[src/rtl/uart_pkg.sv]
// Shared constants, state encoding and helpers for the UART core.
package uart_pkg;

  // Parity modes
  localparam int PAR_NONE = 0;
  localparam int PAR_EVEN = 1;
  localparam int PAR_ODD  = 2;

  // Frame states shared by the transmitter and the receiver
  typedef enum logic [2:0] {
    S_IDLE      = 3'd0,
    S_START     = 3'd1,
    S_DATA      = 3'd2,
    S_PARITY    = 3'd3,
    S_STOP      = 3'd4,
    S_WAIT_IDLE = 3'd5
  } uart_state_t;

  // Number of sysclk cycles per line bit (integer division)
  function automatic int clks_per_bit(input int clk_hz, input int baud);
    return clk_hz / baud;
  endfunction

endpackage

[src/rtl/uart_fifo.sv]
// First-word-fall-through FIFO; head is presented from the registered storage.
module uart_fifo #(
  parameter int WIDTH = 8,
  parameter int DEPTH = 4
) (
  input  logic             clk,
  input  logic             srst,
  input  logic [WIDTH-1:0] push_data,
  input  logic             push,
  input  logic             pop,
  output logic [WIDTH-1:0] head,
  output logic             full,
  output logic             empty
);

  localparam int AW = $clog2(DEPTH);

  logic [WIDTH-1:0] mem [DEPTH];
  logic [AW:0]      wr_ptr_reg;
  logic [AW:0]      rd_ptr_reg;
  logic             do_push;
  logic             do_pop;

  // One extra pointer bit distinguishes full from empty on wrap-around
  assign empty   = (wr_ptr_reg == rd_ptr_reg);
  assign full    = (wr_ptr_reg[AW] != rd_ptr_reg[AW]) &&
                   (wr_ptr_reg[AW-1:0] == rd_ptr_reg[AW-1:0]);
  assign do_pop  = pop && !empty;
  // A pop in the same cycle frees the slot, so a push into a full FIFO is still accepted
  assign do_push = push && (!full || do_pop);
  assign head    = empty ? '0 : mem[rd_ptr_reg[AW-1:0]];

  // Storage write
  always_ff @(posedge clk) begin
    if (do_push) begin
      mem[wr_ptr_reg[AW-1:0]] <= push_data;
    end
  end

  // Pointer update
  always_ff @(posedge clk) begin
    if (srst) begin
      wr_ptr_reg <= '0;
      rd_ptr_reg <= '0;
    end else begin
      if (do_push) wr_ptr_reg <= wr_ptr_reg + {{AW{1'b0}}, 1'b1};
      if (do_pop)  rd_ptr_reg <= rd_ptr_reg + {{AW{1'b0}}, 1'b1};
    end
  end

endmodule

[src/rtl/uart_core.sv]
// Full-duplex UART: TX/RX frame engines, each fed by its own FWFT FIFO, plus sticky error flags.
module uart_core
  import uart_pkg::*;
#(
  parameter int CLK_HZ    = 100_000_000,
  parameter int BAUD      = 9600,
  parameter int DATA_BITS = 8,
  parameter int PARITY    = 0,
  parameter int STOP_BITS = 1,
  parameter int TX_DEPTH  = 4,
  parameter int RX_DEPTH  = 4
) (
  input  logic                 sysclk,
  input  logic                 reset,
  input  logic                 UART_RX,
  output logic                 UART_TX,
  input  logic [DATA_BITS-1:0] tx_data,
  input  logic                 tx_valid,
  output logic                 tx_ready,
  output logic [DATA_BITS-1:0] rx_data,
  output logic                 rx_valid,
  input  logic                 rx_ready,
  output logic                 tx_busy,
  output logic                 rx_overrun,
  output logic                 rx_frame_err,
  output logic                 rx_parity_err,
  input  logic                 err_clear
);

  localparam int   CPB        = clks_per_bit(CLK_HZ, BAUD);
  localparam int   HALF       = CPB / 2;
  localparam int   STOP_CLKS  = STOP_BITS * CPB;
  localparam int   CNT_W      = $clog2(STOP_CLKS + 1);
  localparam logic PAR_INV    = (PARITY == PAR_ODD);
  localparam bit   HAS_PARITY = (PARITY != PAR_NONE);

  // ---------------- transmitter ----------------
  logic                 tx_full, tx_empty, tx_pop;
  logic [DATA_BITS-1:0] tx_head;
  uart_state_t          tx_state_reg;
  logic [CNT_W-1:0]     tx_cnt_reg;
  logic [3:0]           tx_bit_reg;
  logic [DATA_BITS-1:0] tx_shift_reg;
  logic                 tx_par_reg, tx_line_reg;
  logic                 tx_bit_end, tx_stop_end;

  assign tx_bit_end  = (tx_cnt_reg == CNT_W'(CPB - 1));
  assign tx_stop_end = (tx_cnt_reg == CNT_W'(STOP_CLKS - 1));
  // Fetch the next byte when idle, or at the end of STOP so frames run back to back
  assign tx_pop   = !tx_empty && ((tx_state_reg == S_IDLE) ||
                                  (tx_state_reg == S_STOP && tx_stop_end));
  assign tx_ready = !tx_full;
  assign tx_busy  = (tx_state_reg != S_IDLE) || !tx_empty;
  assign UART_TX  = tx_line_reg;

  uart_fifo #(.WIDTH(DATA_BITS), .DEPTH(TX_DEPTH)) u_tx_fifo (
    .clk(sysclk), .srst(reset), .push_data(tx_data), .push(tx_valid && !tx_full),
    .pop(tx_pop), .head(tx_head), .full(tx_full), .empty(tx_empty)
  );

  // TX frame sequencer; the line is a registered output updated with each state change
  always_ff @(posedge sysclk) begin
    if (reset) begin
      tx_state_reg <= S_IDLE;
      tx_cnt_reg   <= '0;
      tx_bit_reg   <= '0;
      tx_shift_reg <= '0;
      tx_par_reg   <= 1'b0;
      tx_line_reg  <= 1'b1;
    end else begin
      case (tx_state_reg)
        S_IDLE: begin
          tx_line_reg <= 1'b1;
          tx_cnt_reg  <= '0;
          if (tx_pop) begin
            tx_shift_reg <= tx_head;
            tx_par_reg   <= (^tx_head) ^ PAR_INV;
            tx_line_reg  <= 1'b0;
            tx_state_reg <= S_START;
          end
        end
        S_START: begin
          if (tx_bit_end) begin
            tx_cnt_reg   <= '0;
            tx_bit_reg   <= '0;
            tx_line_reg  <= tx_shift_reg[0];
            tx_shift_reg <= tx_shift_reg >> 1;
            tx_state_reg <= S_DATA;
          end else begin
            tx_cnt_reg <= tx_cnt_reg + CNT_W'(1);
          end
        end
        S_DATA: begin
          if (tx_bit_end) begin
            tx_cnt_reg <= '0;
            if (tx_bit_reg == 4'(DATA_BITS - 1)) begin
              tx_line_reg  <= HAS_PARITY ? tx_par_reg : 1'b1;
              tx_state_reg <= HAS_PARITY ? S_PARITY : S_STOP;
            end else begin
              tx_bit_reg   <= tx_bit_reg + 4'd1;
              tx_line_reg  <= tx_shift_reg[0];
              tx_shift_reg <= tx_shift_reg >> 1;
            end
          end else begin
            tx_cnt_reg <= tx_cnt_reg + CNT_W'(1);
          end
        end
        S_PARITY: begin
          if (tx_bit_end) begin
            tx_cnt_reg   <= '0;
            tx_line_reg  <= 1'b1;
            tx_state_reg <= S_STOP;
          end else begin
            tx_cnt_reg <= tx_cnt_reg + CNT_W'(1);
          end
        end
        S_STOP: begin
          if (tx_stop_end) begin
            tx_cnt_reg <= '0;
            if (tx_pop) begin
              tx_shift_reg <= tx_head;
              tx_par_reg   <= (^tx_head) ^ PAR_INV;
              tx_line_reg  <= 1'b0;
              tx_state_reg <= S_START;
            end else begin
              tx_state_reg <= S_IDLE;
            end
          end else begin
            tx_cnt_reg <= tx_cnt_reg + CNT_W'(1);
          end
        end
        default: begin
          tx_state_reg <= S_IDLE;
          tx_line_reg  <= 1'b1;
        end
      endcase
    end
  end

  // ---------------- receiver ----------------
  logic                 rx_meta_reg, rx_sync_reg, rx_prev_reg;
  uart_state_t          rx_state_reg;
  logic [CNT_W-1:0]     rx_cnt_reg;
  logic [3:0]           rx_bit_reg;
  logic [DATA_BITS-1:0] rx_shift_reg;
  logic                 rx_full, rx_empty, rx_sample, rx_push;
  logic                 set_overrun, set_frame, set_parity;

  assign rx_sample   = (rx_cnt_reg == CNT_W'(CPB - 1));
  assign rx_push     = (rx_state_reg == S_STOP) && rx_sample && rx_sync_reg;
  assign set_overrun = rx_push && rx_full && !rx_ready;
  assign set_frame   = (rx_state_reg == S_STOP) && rx_sample && !rx_sync_reg;
  assign set_parity  = (rx_state_reg == S_PARITY) && rx_sample &&
                       (((^rx_shift_reg) ^ PAR_INV) != rx_sync_reg);
  assign rx_valid    = !rx_empty;

  uart_fifo #(.WIDTH(DATA_BITS), .DEPTH(RX_DEPTH)) u_rx_fifo (
    .clk(sysclk), .srst(reset), .push_data(rx_shift_reg), .push(rx_push),
    .pop(rx_ready), .head(rx_data), .full(rx_full), .empty(rx_empty)
  );

  // Two-stage synchroniser plus one delayed copy for falling-edge detection
  always_ff @(posedge sysclk) begin
    if (reset) begin
      rx_meta_reg <= 1'b1;
      rx_sync_reg <= 1'b1;
      rx_prev_reg <= 1'b1;
    end else begin
      rx_meta_reg <= UART_RX;
      rx_sync_reg <= rx_meta_reg;
      rx_prev_reg <= rx_sync_reg;
    end
  end

  // RX frame sequencer: validate the start bit at half a bit, then sample each bit centre
  always_ff @(posedge sysclk) begin
    if (reset) begin
      rx_state_reg <= S_IDLE;
      rx_cnt_reg   <= '0;
      rx_bit_reg   <= '0;
      rx_shift_reg <= '0;
    end else begin
      case (rx_state_reg)
        S_IDLE: begin
          rx_cnt_reg <= '0;
          if (rx_prev_reg && !rx_sync_reg) rx_state_reg <= S_START;
        end
        S_START: begin
          if (rx_cnt_reg == CNT_W'(HALF - 1)) begin
            rx_cnt_reg   <= '0;
            rx_bit_reg   <= '0;
            rx_state_reg <= rx_sync_reg ? S_IDLE : S_DATA;
          end else begin
            rx_cnt_reg <= rx_cnt_reg + CNT_W'(1);
          end
        end
        S_DATA: begin
          if (rx_sample) begin
            rx_cnt_reg   <= '0;
            rx_shift_reg <= {rx_sync_reg, rx_shift_reg[DATA_BITS-1:1]};
            if (rx_bit_reg == 4'(DATA_BITS - 1)) begin
              rx_state_reg <= HAS_PARITY ? S_PARITY : S_STOP;
            end else begin
              rx_bit_reg <= rx_bit_reg + 4'd1;
            end
          end else begin
            rx_cnt_reg <= rx_cnt_reg + CNT_W'(1);
          end
        end
        S_PARITY: begin
          if (rx_sample) begin
            rx_cnt_reg   <= '0;
            rx_state_reg <= S_STOP;
          end else begin
            rx_cnt_reg <= rx_cnt_reg + CNT_W'(1);
          end
        end
        S_STOP: begin
          if (rx_sample) begin
            rx_cnt_reg   <= '0;
            rx_state_reg <= rx_sync_reg ? S_IDLE : S_WAIT_IDLE;
          end else begin
            rx_cnt_reg <= rx_cnt_reg + CNT_W'(1);
          end
        end
        S_WAIT_IDLE: begin
          if (rx_sync_reg) rx_state_reg <= S_IDLE;
        end
        default: rx_state_reg <= S_IDLE;
      endcase
    end
  end

  // Sticky error flags; a new event wins over a simultaneous clear
  always_ff @(posedge sysclk) begin
    if (reset) begin
      rx_overrun    <= 1'b0;
      rx_frame_err  <= 1'b0;
      rx_parity_err <= 1'b0;
    end else begin
      rx_overrun    <= (rx_overrun    && !err_clear) || set_overrun;
      rx_frame_err  <= (rx_frame_err  && !err_clear) || set_frame;
      rx_parity_err <= (rx_parity_err && !err_clear) || set_parity;
    end
  end

endmodule

[config.mk]
export PLATFORM = sky130hd
export DESIGN_NAME = uart_core
export DESIGN_NICKNAME = d
export VERILOG_FILES = /design/src/rtl/uart_pkg.sv /design/src/rtl/uart_fifo.sv /design/src/rtl/uart_core.sv
export SDC_FILE = /design/constraint.sdc
export NUM_CORES = 1
export LEC_CHECK = 0
export CORE_ASPECT_RATIO = 1.25
export CORE_MARGIN = 4
export CORE_UTILIZATION = 30
export DETAILED_ROUTE_END_ITERATION = 10
export PLACE_DENSITY_LB_ADDON = 0.3
export SKIP_CTS_REPAIR_TIMING = 1
export SLEW_MARGIN = 15
export SYNTH_ARGS = -nofsm -noshare
export SYNTH_HDL_FRONTEND = slang
export SYNTH_SLANG_ARGS = --single-unit
export TNS_END_PERCENT = 30
[constraint.sdc]
create_clock -name sysclk -period 3.55 [get_ports sysclk]
set_clock_uncertainty 0.15 [all_clocks]
set_input_delay 0.71 -clock sysclk [delete_from_list [all_inputs] [get_ports sysclk]]
set_output_delay 0.71 -clock sysclk [all_outputs]
set_load 0.02 [all_outputs]
### Yosys cells after proc, flatten, opt, wreduce, memory -nomap -nowiden

Memory sizes are Yosys's and may differ from the RTL's. A register that Yosys moved wholly into a read port is not among the register bits.
Index checks and enable logic that the tools add are counted.

| storage, ports and cells | value |
|---|---|
| flip-flop bits (word level) | 77 |
| latch bits | 0 |
| RAM bits | 64 |
| ROM bits | 0 |
| input port bits | 14 |
| output and inout port bits | 15 |
| word-level logic and storage cells | 173 |
| memories | 2 |

Memories:

| name | words | bits a word | rd ports | clocked after Yosys merged registers in | wr ports | line | RTL |
|---|---|---|---|---|---|---|---|
| u_rx_fifo.mem | 4 | 8 | 1 | 1 | 1 | uart_fifo.sv:18 | `logic [WIDTH-1:0] mem [DEPTH];` |
| u_tx_fifo.mem | 4 | 8 | 1 | 1 | 1 | uart_fifo.sv:18 |  |

| operators by class | value |
|---|---|
| add/subtract/negate cells | 8 |
| $mul | 0 |
| div/mod/pow operators | 0 |
| magnitude comparators | 0 |
| eq/ne operators | 37 |
| shift operators | 0 |
| mux-type cells | 55 |
| bitwise logic cells | 0 |
| reduce and logical (&&, ||, !) cells | 52 |

Operators by type and width:

| kind | count |
|---|---|
| 2-to-1 mux 8 bit | 7 |
| 2-to-1 mux 14 bit | 3 |
| 2-to-1 mux 3 bit | 14 |
| one-hot mux 14 bit (3 select lines) | 1 |
| one-hot mux 8 bit (4 select lines) | 1 |
| adder 14 x 1 -> 14 bit (second input constant) | 2 |
| == test 14 bit (second input constant) | 2 |
| != test 2 bit (second input constant) | 14 |
| one-hot mux 14 bit (2 select lines) | 1 |
| 2-to-1 mux 4 bit | 6 |
| logical AND 1 bit | 20 |
| one-hot mux 3 bit (6 select lines) | 1 |
| one-hot mux 4 bit (2 select lines) | 2 |
| one-hot mux 3 bit (5 select lines) | 1 |
| == test 14 x 13 -> 1 bit (second input constant) | 1 |
| adder 3 x 1 -> 3 bit (second input constant) | 4 |
| == test 3 x 2 -> 1 bit (second input constant) | 4 |
| 2-to-1 mux 1 bit | 12 |
| 2-to-1 mux 2 bit | 5 |
| AND reduction 5 bit | 2 |
| == test 3 bit (second input constant) | 3 |
| adder 4 x 1 -> 4 bit (second input constant) | 2 |
| == test 4 x 3 -> 1 bit (second input constant) | 2 |
| AND reduction 4 bit | 2 |
| 18 further kinds | 40 |

### Longest topological paths before layout

Gate-level depths: netlist (run 1).

| logic depth | value |
|---|---|
| depth after elaboration | 9 |
| mapped depth | 9 |
| gate-level depth less buffers | 6 |

### Hierarchy

From an unflattened synthesis (run 1), not the netlist that was laid out.

| second synthesis, totals | value |
|---|---|
| cell total of the unflattened synthesis | 631 |
| area, all modules | 6784.0 sq um |

Modules (own cells, without submodules):

| module | times used | cells an instance | area each (sq um) | seq. area each (sq um) |
|---|---|---|---|---|
| uart_fifo | 2 | 104 | 1707.9 | 1121.1 |
| uart_core | 1 | 423 | 3368.2 | 1301.2 |

### Worst setup path after synthesis (run 1)

OpenSTA, ideal clock, no wires.

| path | value |
|---|---|
| path type | reg-to-reg |
| start | register tx_cnt_reg[4] |
| end | register tx_shift_reg[7] |
| setup time | 0.070 ns |
| arrival time | 2.294 ns |
| data required time | 3.330 ns |
| setup slack | 1.035 ns |
| cell stages (with the launch flop) | 8 |
| path buffers | 2 |
| clock period less this slack | 2.515 ns |
| path through | dfxtp_1 -> or4_1 -> or4_4 -> buf_6 -> a211oi_4 -> buf_6 -> o2111ai_1 -> a21oi_1 |

| between the ends | value |
|---|---|
| cells in the longest elaborated chain, start to end | 7 |
| elaborated cells on any way between the ends | 11 |
| classes of those cells | eq/ne (4); mux (3); reduce/logical (4) |

Ends and longest elaborated chain:

| element | line | RTL |
|---|---|---|
| start: declaration | uart_core.sv:41 | `logic [CNT_W-1:0] tx_cnt_reg;` |
| start signal: assignment | uart_core.sv:90 | `tx_cnt_reg <= tx_cnt_reg + CNT_W'(1);` |
| start signal: assignment | uart_core.sv:105 | `tx_cnt_reg <= tx_cnt_reg + CNT_W'(1);` |
| start signal: assignment | uart_core.sv:114 | `tx_cnt_reg <= tx_cnt_reg + CNT_W'(1);` |
| == test 14 bit (*) | uart_core.sv:47, uart_core.sv:48 |  |
| logical AND 1 bit | uart_core.sv:51 | `(tx_state_reg == S_STOP && tx_stop_end));` |
| logical OR 1 bit | uart_core.sv:50 | `assign tx_pop = !tx_empty && ((tx_state_reg == S_IDLE) \|\|` |
| logical AND 1 bit | uart_core.sv:50 |  |
| 2-to-1 mux 8 bit (2 in a row) | - |  |
| one-hot mux 8 bit (4 select lines) | - |  |
| end signal: assignment | uart_core.sv:76 | `tx_shift_reg <= tx_head;` |
| end signal: assignment | uart_core.sv:87 | `tx_shift_reg <= tx_shift_reg >> 1;` |
| end signal: assignment | uart_core.sv:102 | `tx_shift_reg <= tx_shift_reg >> 1;` |
| end: declaration | uart_core.sv:43 | `logic [DATA_BITS-1:0] tx_shift_reg;` |

Mark *: on every way between the ends. The rest lies on a longest branch, timed or not. The select of a mux whose other input is x is not followed.
A chain may end at the register's enable or synchronous reset.

==> flow_summary.ini, run 1 <==
[timing]
final_hold_viol_count = 0
setup_total_negative_slack_ns = 0
fmax_ghz = 0.316
timing.final.max_slew_violations = 0
layout_worst_path_cycle_share = 0.891
final-setup-viol-count = 0
measured_slew_at_the_worst_slew_check_pin_ns = 0.698
postLayoutSetupSlackWorst_ns = 0.386
fin_crit_period_ns = 3.16
relative_max_transition_margin = 0.533
grt_setup_unrepaired = false

[global_routing]
wire_length_of_the_first_global_routing_pass_um = 21800
maximum_number_of_pins_on_one_net_before_global_route_repair = 38
globalRouteTotalUtil = 0.108
number_of_antenna_violations_at_the_first_check_in_global_routing = 0
gr-total-overflow = 0
vias_in_the_first_global_route = 4549

[drt]
routed_wirelength_um = 12900
detail_route.first_pass.iterations = 4
detail_route.drc_violations = 0
route.detailed.wl_per_inst_um = 14.2
antenna_violating_nets_post_route = 0
vias = 4598
drt_first_iter_violations = 197
avgViaCountPerCell = 5.05

[floorplan]
floorplan.die_area_um2 = 24400
initial_utilization = 0.305
fp-row-count = 60
core_area_um2 = 21500
die_width_um = 140
fp.dieH_um = 174
floorplan.io_pins = 29

[power]
powerDensity_nw_per_um2 = 572
worst_ir_drop_vdd_mv = 0.375
p_switching_mw = 1.23
intPower_mw = 3.18
clock_power_share = 0.402
power.combinational.fraction = 0.156
static_leakage_nw = 2.58
power.switching_fraction = 0.280
seqPwrFrac = 0.442

[finish]
final_cell_count_no_fill = 911
areaGrowthSynthToFinish_pct = 17.2
mostFrequentLayoutCell = dfxtp_1
drive_above_1_share = 0.112
ant_diodes = 0
leading_cell_types_in_the_layout_fill_and_taps_excluded = 81 x dfxtp_1, 64 x edfxtp_1, 50 x nor2_1
fin_area_um2 = 7710
fin_nets = 647
share_of_the_core_filled_with_cells_in_the_final_layout = 0.358

[yosys]
synth_seq_cells = 145
avgSynthCellArea_um2 = 11.0
syn-num-nets = 626
synth_warnings = 0
syn-cell-area_um2 = 6580
seq_area_frac_synth = 0.538
netlist_top_cells_area = edfxtp_1 29%, dfxtp_1 25%, mux4_2 5.5%
synthFlopType = dfxtp_1
synth.top_cell.area_share = 0.292
synth_edf_count = 64
netlist_instances = 598
netlist-cell-type-count = 62
post_synth_arst_share = 0
netlist.top_cell.by_area = edfxtp_1

[cts]
tritoncts.num_buffers = 17
cts_root_buf = clkbuf_16
worst_skew_pair.late_latency_ns = 0.41
cts_tree = done
clock_sinks = 145
path_clk_slew_ns = 0.06
ctsHtreeMaxLevel = 4
clock_path_buffers = 2

[place]
post_dp_cell_area_um2 = 7110
dp_worst_setup_slack_ns = 0.649
place.detailed.instances = 879
finalWeightedCongestion = 0.773
port_buffers = 28
hpwl_um = 9050

[setup_path]
type_of_destination_of_the_critical_path = output port
critPathRequiredTime_ns = 2.69
criticalPathCategory = reg2out
regToRegStartpoint = tx_cnt_reg[4]$_SDFFE_PP0P_
critical_path_arrival_ns = 2.30
reg2regPathDepth = 5
critical_path.reg2reg.endpoint = tx_shift_reg[1]$_SDFFE_PP0P_
crit_path_max_fanout = 8
start_kind = flip-flop
regToRegSetupSlack_ns = 0.63
critical_path.endpoint = rx_data[2]

[min_path]
holdCritPathClass = reg2reg

[flow_run]
max_cap_violations = 0

[outcome]
run_status = completed
[kinds of logic after synthesis]
| group | Yosys count | share of synthesized area |
|---|---|---|
| flip-flops | 145 | 0.538 |
| adder cells (fa/ha/maj) | 14 | 0.0266 |
| XOR/XNOR | 39 | 0.0519 |
| AND/OR/NAND/NOR | 210 | 0.173 |
| buffers and inverters | 59 | 0.0378 |
| AO/OA/AOI/OAI | 113 | 0.114 |
| multiplexers | 18 | 0.0578 |
[area by class of cell]
cell class | instances | area (um^2)
repair buffers | 37 | 343
clock inverters | 13 | 144
fillers | 2104 | 13800
clock buffers | 19 | 453
well taps | 279 | 349
inverters | 24 | 90.1
flip-flops and latches | 145 | 3540
multi-input cells | 394 | 2790
[stage by stage]
step / hold WS, ns / total power, mW
floorplan: 0.239 / 2.50
global route: 0.298 / 4.65
CTS: 0.265 / 4.47
detailed placement: 0.242 / 2.67
global placement: 0.246 / 2.65
finish: 0.264 / 4.41
[per-layer routing]
| layer | vias to the layer above | GRT usage | share of wire |
|---|---|---|---|
| li1 | 2259 | - | - |
| met1 | 2227 | 0.122 | 0.42 |
| met2 | 97 | 0.191 | 0.53 |
| met3 | 15 | 0.0276 | 0.032 |
| met4 | 0 | 0.0485 | 0.015 |
| met5 | - | 0 | 0 |
[critical path, stage by stage, from the launching register on]
cell and delay (ns):
dfxtp_1 0.63, mux4_2 0.56, and2_1 0.17, clkdlybuf4s50_1 0.53
[worst min-delay path by stage]
stage | slack (ns) | cells after the start | to | from
floorplan | 0.24 | 1 | rx_sync_reg$_SDFF_PP1_ | rx_meta_reg$_SDFF_PP1_
global placement | 0.25 | 1 | rx_sync_reg$_SDFF_PP1_ | rx_meta_reg$_SDFF_PP1_
detailed placement | 0.24 | 1 | rx_sync_reg$_SDFF_PP1_ | rx_meta_reg$_SDFF_PP1_
CTS | 0.26 | 1 | rx_sync_reg$_SDFF_PP1_ | rx_meta_reg$_SDFF_PP1_
global route | 0.30 | 1 | rx_sync_reg$_SDFF_PP1_ | rx_meta_reg$_SDFF_PP1_
finish | 0.26 | 1 | rx_sync_reg$_SDFF_PP1_ | rx_meta_reg$_SDFF_PP1_
[Yosys cell counts, types with 14 or more instances]
library cell and count:
ha_1 14, nand3_1 30, mux4_2 16, o21ai_0 29
dfxtp_1 81, nand2_1 30, inv_1 23, and2_1 18
a21oi_1 29, nor2_1 50, clkbuf_1 27, xnor2_1 22
xor2_1 17, edfxtp_1 64
[power by group through the flow]
stage	logic [mW]	clock network, mW	registers, mW
finish	0.687	1.77	1.95
global route	0.771	1.91	1.96
CTS	0.692	1.82	1.95
detailed placement	0.686	0	1.99
global placement	0.667	0	1.98
floorplan	0.573	0	1.93
Note: power is estimated with default switching activity, not from simulation.
==> inputs of run 2 (changes only) <==
CELL_PAD_IN_SITES_DETAIL_PLACEMENT = 0   (was not set)
CELL_PAD_IN_SITES_GLOBAL_PLACEMENT = 1   (was not set)
SYNTH_HIERARCHICAL = 1   (was not set)
==> flow_summary.ini, run 2 <==
[floorplan]
die_width_um = 143
floorplan.die_area_um2 = 25100
core_area_um2 = 22300
fp.dieH_um = 176
initial_utilization = 0.304
floorplan.io_pins = 29
fp-row-count = 61

[place]
port_buffers = 28
hpwl_um = 9890
place.detailed.instances = 924
finalWeightedCongestion = 0.821

[flow_run]
max_cap_violations = 0

[yosys]
synth_top_cells_by_count = 81 x dfxtp_1, 64 x edfxtp_1, 59 x nor2_1, 54 x nand2_1, 37 x a21oi_1
post_synth_arst_share = 0
syn-num-nets = 659
synth.top_cell.area_share = 0.283
synth_warnings = 6
netlist.top_cell.by_area = edfxtp_1
netlist_instances = 631
netlist_top_cells_area = edfxtp_1 28%, dfxtp_1 24%, mux4_2 5.3%
netlist-cell-type-count = 62
synthFlopType = dfxtp_1
post-synth-top-count-cell = dfxtp_1
synth_edf_count = 64
avgSynthCellArea_um2 = 10.8
synth_seq_cells = 145
seq_area_frac_synth = 0.522
syn-cell-area_um2 = 6780

[global_routing]
wire_length_of_the_first_global_routing_pass_um = 23400
maximum_number_of_pins_on_one_net_before_global_route_repair = 37
gr-total-overflow = 0
vias_in_the_first_global_route = 4870
globalRouteTotalUtil = 0.114
number_of_antenna_violations_at_the_first_check_in_global_routing = 0

[setup_path]
critical_path_arrival_ns = 2.32
crit_path_cell_trace = mux4_2, nor2b_1, clkdlybuf4s50_1
regToRegSetupSlack_ns = 0.55
reg2regPathDepth = 8
crit_path_max_fanout = 8
timing.critical_path.buf_inv = 1
cp_slowest_stage_delay_ns = 0.64
critPathTopFamily = flip-flops
critical_path_cell_count = 3
start_kind = flip-flop
timing.critical_path.slowest_stage_cell = dfxtp_1
criticalPathCategory = reg2out
type_of_destination_of_the_critical_path = output port
critPathRequiredTime_ns = 2.69

[timing]
measured_slew_at_the_worst_slew_check_pin_ns = 0.942
layout_worst_path_cycle_share = 0.896
final-setup-viol-count = 0
fmax_ghz = 0.314
timing.final.max_slew_violations = 0
grt_setup_unrepaired = false
setup_total_negative_slack_ns = 0
final_hold_viol_count = 0
fin_crit_period_ns = 3.18
relative_max_transition_margin = 0.372
final.hold.worst_slack_ns = 0.261

[drt]
detail_route.drc_violations = 0
route.detailed.wl_per_inst_um = 14.4
detail_route.first_pass.iterations = 4
vias = 4768
drt_first_iter_violations = 184
routed_wirelength_um = 13700
avgViaCountPerCell = 4.99
antenna_violating_nets_post_route = 0

[cts]
ctsHtreeMaxLevel = 4
cts_tree = done
clock_path_buffers = 2
clock_sinks = 145
tritoncts.num_buffers = 17
path_clk_slew_ns = 0.06
worst_skew_pair.late_latency_ns = 0.42
cts_root_buf = clkbuf_16

[finish]
storage_cell_area_um2 = 3540
leading_cell_types_in_the_layout_fill_and_taps_excluded = 81 x dfxtp_1, 64 x edfxtp_1, 59 x nor2_1
fin_nets = 688
share_of_the_core_filled_with_cells_in_the_final_layout = 0.355
multi_input_comb_area_um2 = 3050
ant_diodes = 0
final_cell_count_no_fill = 956
areaGrowthSynthToFinish_pct = 16.7
drive_above_1_share = 0.119
layout.filler_cells = 2227
mostFrequentLayoutCell = dfxtp_1

[min_path]
holdPathStages = 1
holdCritPathClass = reg2reg

[power]
power.total_mw = 4.46
powerDensity_nw_per_um2 = 563
static_leakage_nw = 2.67
worst_ir_drop_vdd_mv = 0.328

[outcome]
run_status = completed
run 2: changes by cell type in the layout (fill, tap and decap cells not counted), moves of 9 or more:
| cell | delta |
|---|---|
| nor2b_1 | +28 |
| nor2_1 | +9 |
| o21ai_0 | -11 |
| mux2i_1 | +11 |
| xnor2_1 | -10 |
| nand2_1 | +24 |
| and2_1 | -9 |
run 2: final timing paths:
check,end,startpoint
max,rx_data[1],flip-flop
min,rx_sync_reg$_SDFF_PP1_,rx_meta_reg$_SDFF_PP1_
max reg2reg,u_tx_fifo/mem[0][7]$_DFFE_PP_,tx_cnt_reg[0]$_SDFFE_PP0P_
min reg2reg,rx_sync_reg$_SDFF_PP1_,rx_meta_reg$_SDFF_PP1_
run 2: layer usage:
layer | global-route usage | wire length [um] | up-vias | part of all wire
met5 | 0 | 0 | - | 0
met4 | 0.0357 | 182 | 0 | 0.013
met3 | 0.0279 | 286 | 13 | 0.021
met2 | 0.210 | 7310 | 59 | 0.53
met1 | 0.129 | 5950 | 2309 | 0.43
li1 | - | - | 2387 | -
run 2: power by group:
group / switching (mW) / total, mW / internal [mW]
clock network: 0.766 / 1.70 / 0.932
logic: 0.434 / 0.833 / 0.400
registers: 0.104 / 1.93 / 1.82
total: 1.30 / 4.46 / 3.16
run 2: cell families (layout without fill, tap and decap cells):
kind of cell	after synthesis	count (layout)	synth area share
XOR/XNOR	21	21	0.0271
AO/OA/AOI/OAI	119	119	0.113
adder cells (fa/ha/maj)	14	14	0.0258
buffers and inverters	44	86	0.0288
flip-flops	145	145	0.522
multiplexers	37	37	0.0867
AND/OR/NAND/NOR	251	251	0.196
run 2: through the flow:
step | setup WS, ns | area [um^2]
after detailed placement | 0.536 | 7350
final | 0.369 | 7910
after global routing | 0.166 | 7910
after global placement | 0.628 | 7350
after floorplan | 0.616 | 6780
after CTS | 0.302 | 7910
run 2: worst reg2reg max path: stages, from the launching register on:
cell     delay (ns)
dfxtp_1        0.39
ha_1           0.23
and3_1         0.24
nand4_1        0.31
and2_1         0.31
nor4_1         0.19
buf_4          0.18
o41a_1         0.28
and2_1         0.39
run 2: layout make-up:
| class | count | area share |
|---|---|---|
| Timing Repair Buffer | 37 | 0.0433 |
| Clock buffer | 18 | 0.0542 |
| Clock inverter | 14 | 0.0171 |
| Inverter | 17 | 0.00806 |
| Tap cell | 283 | 0.0447 |
| Multi-Input combinational cell | 442 | 0.385 |
| Sequential cell | 145 | 0.448 |
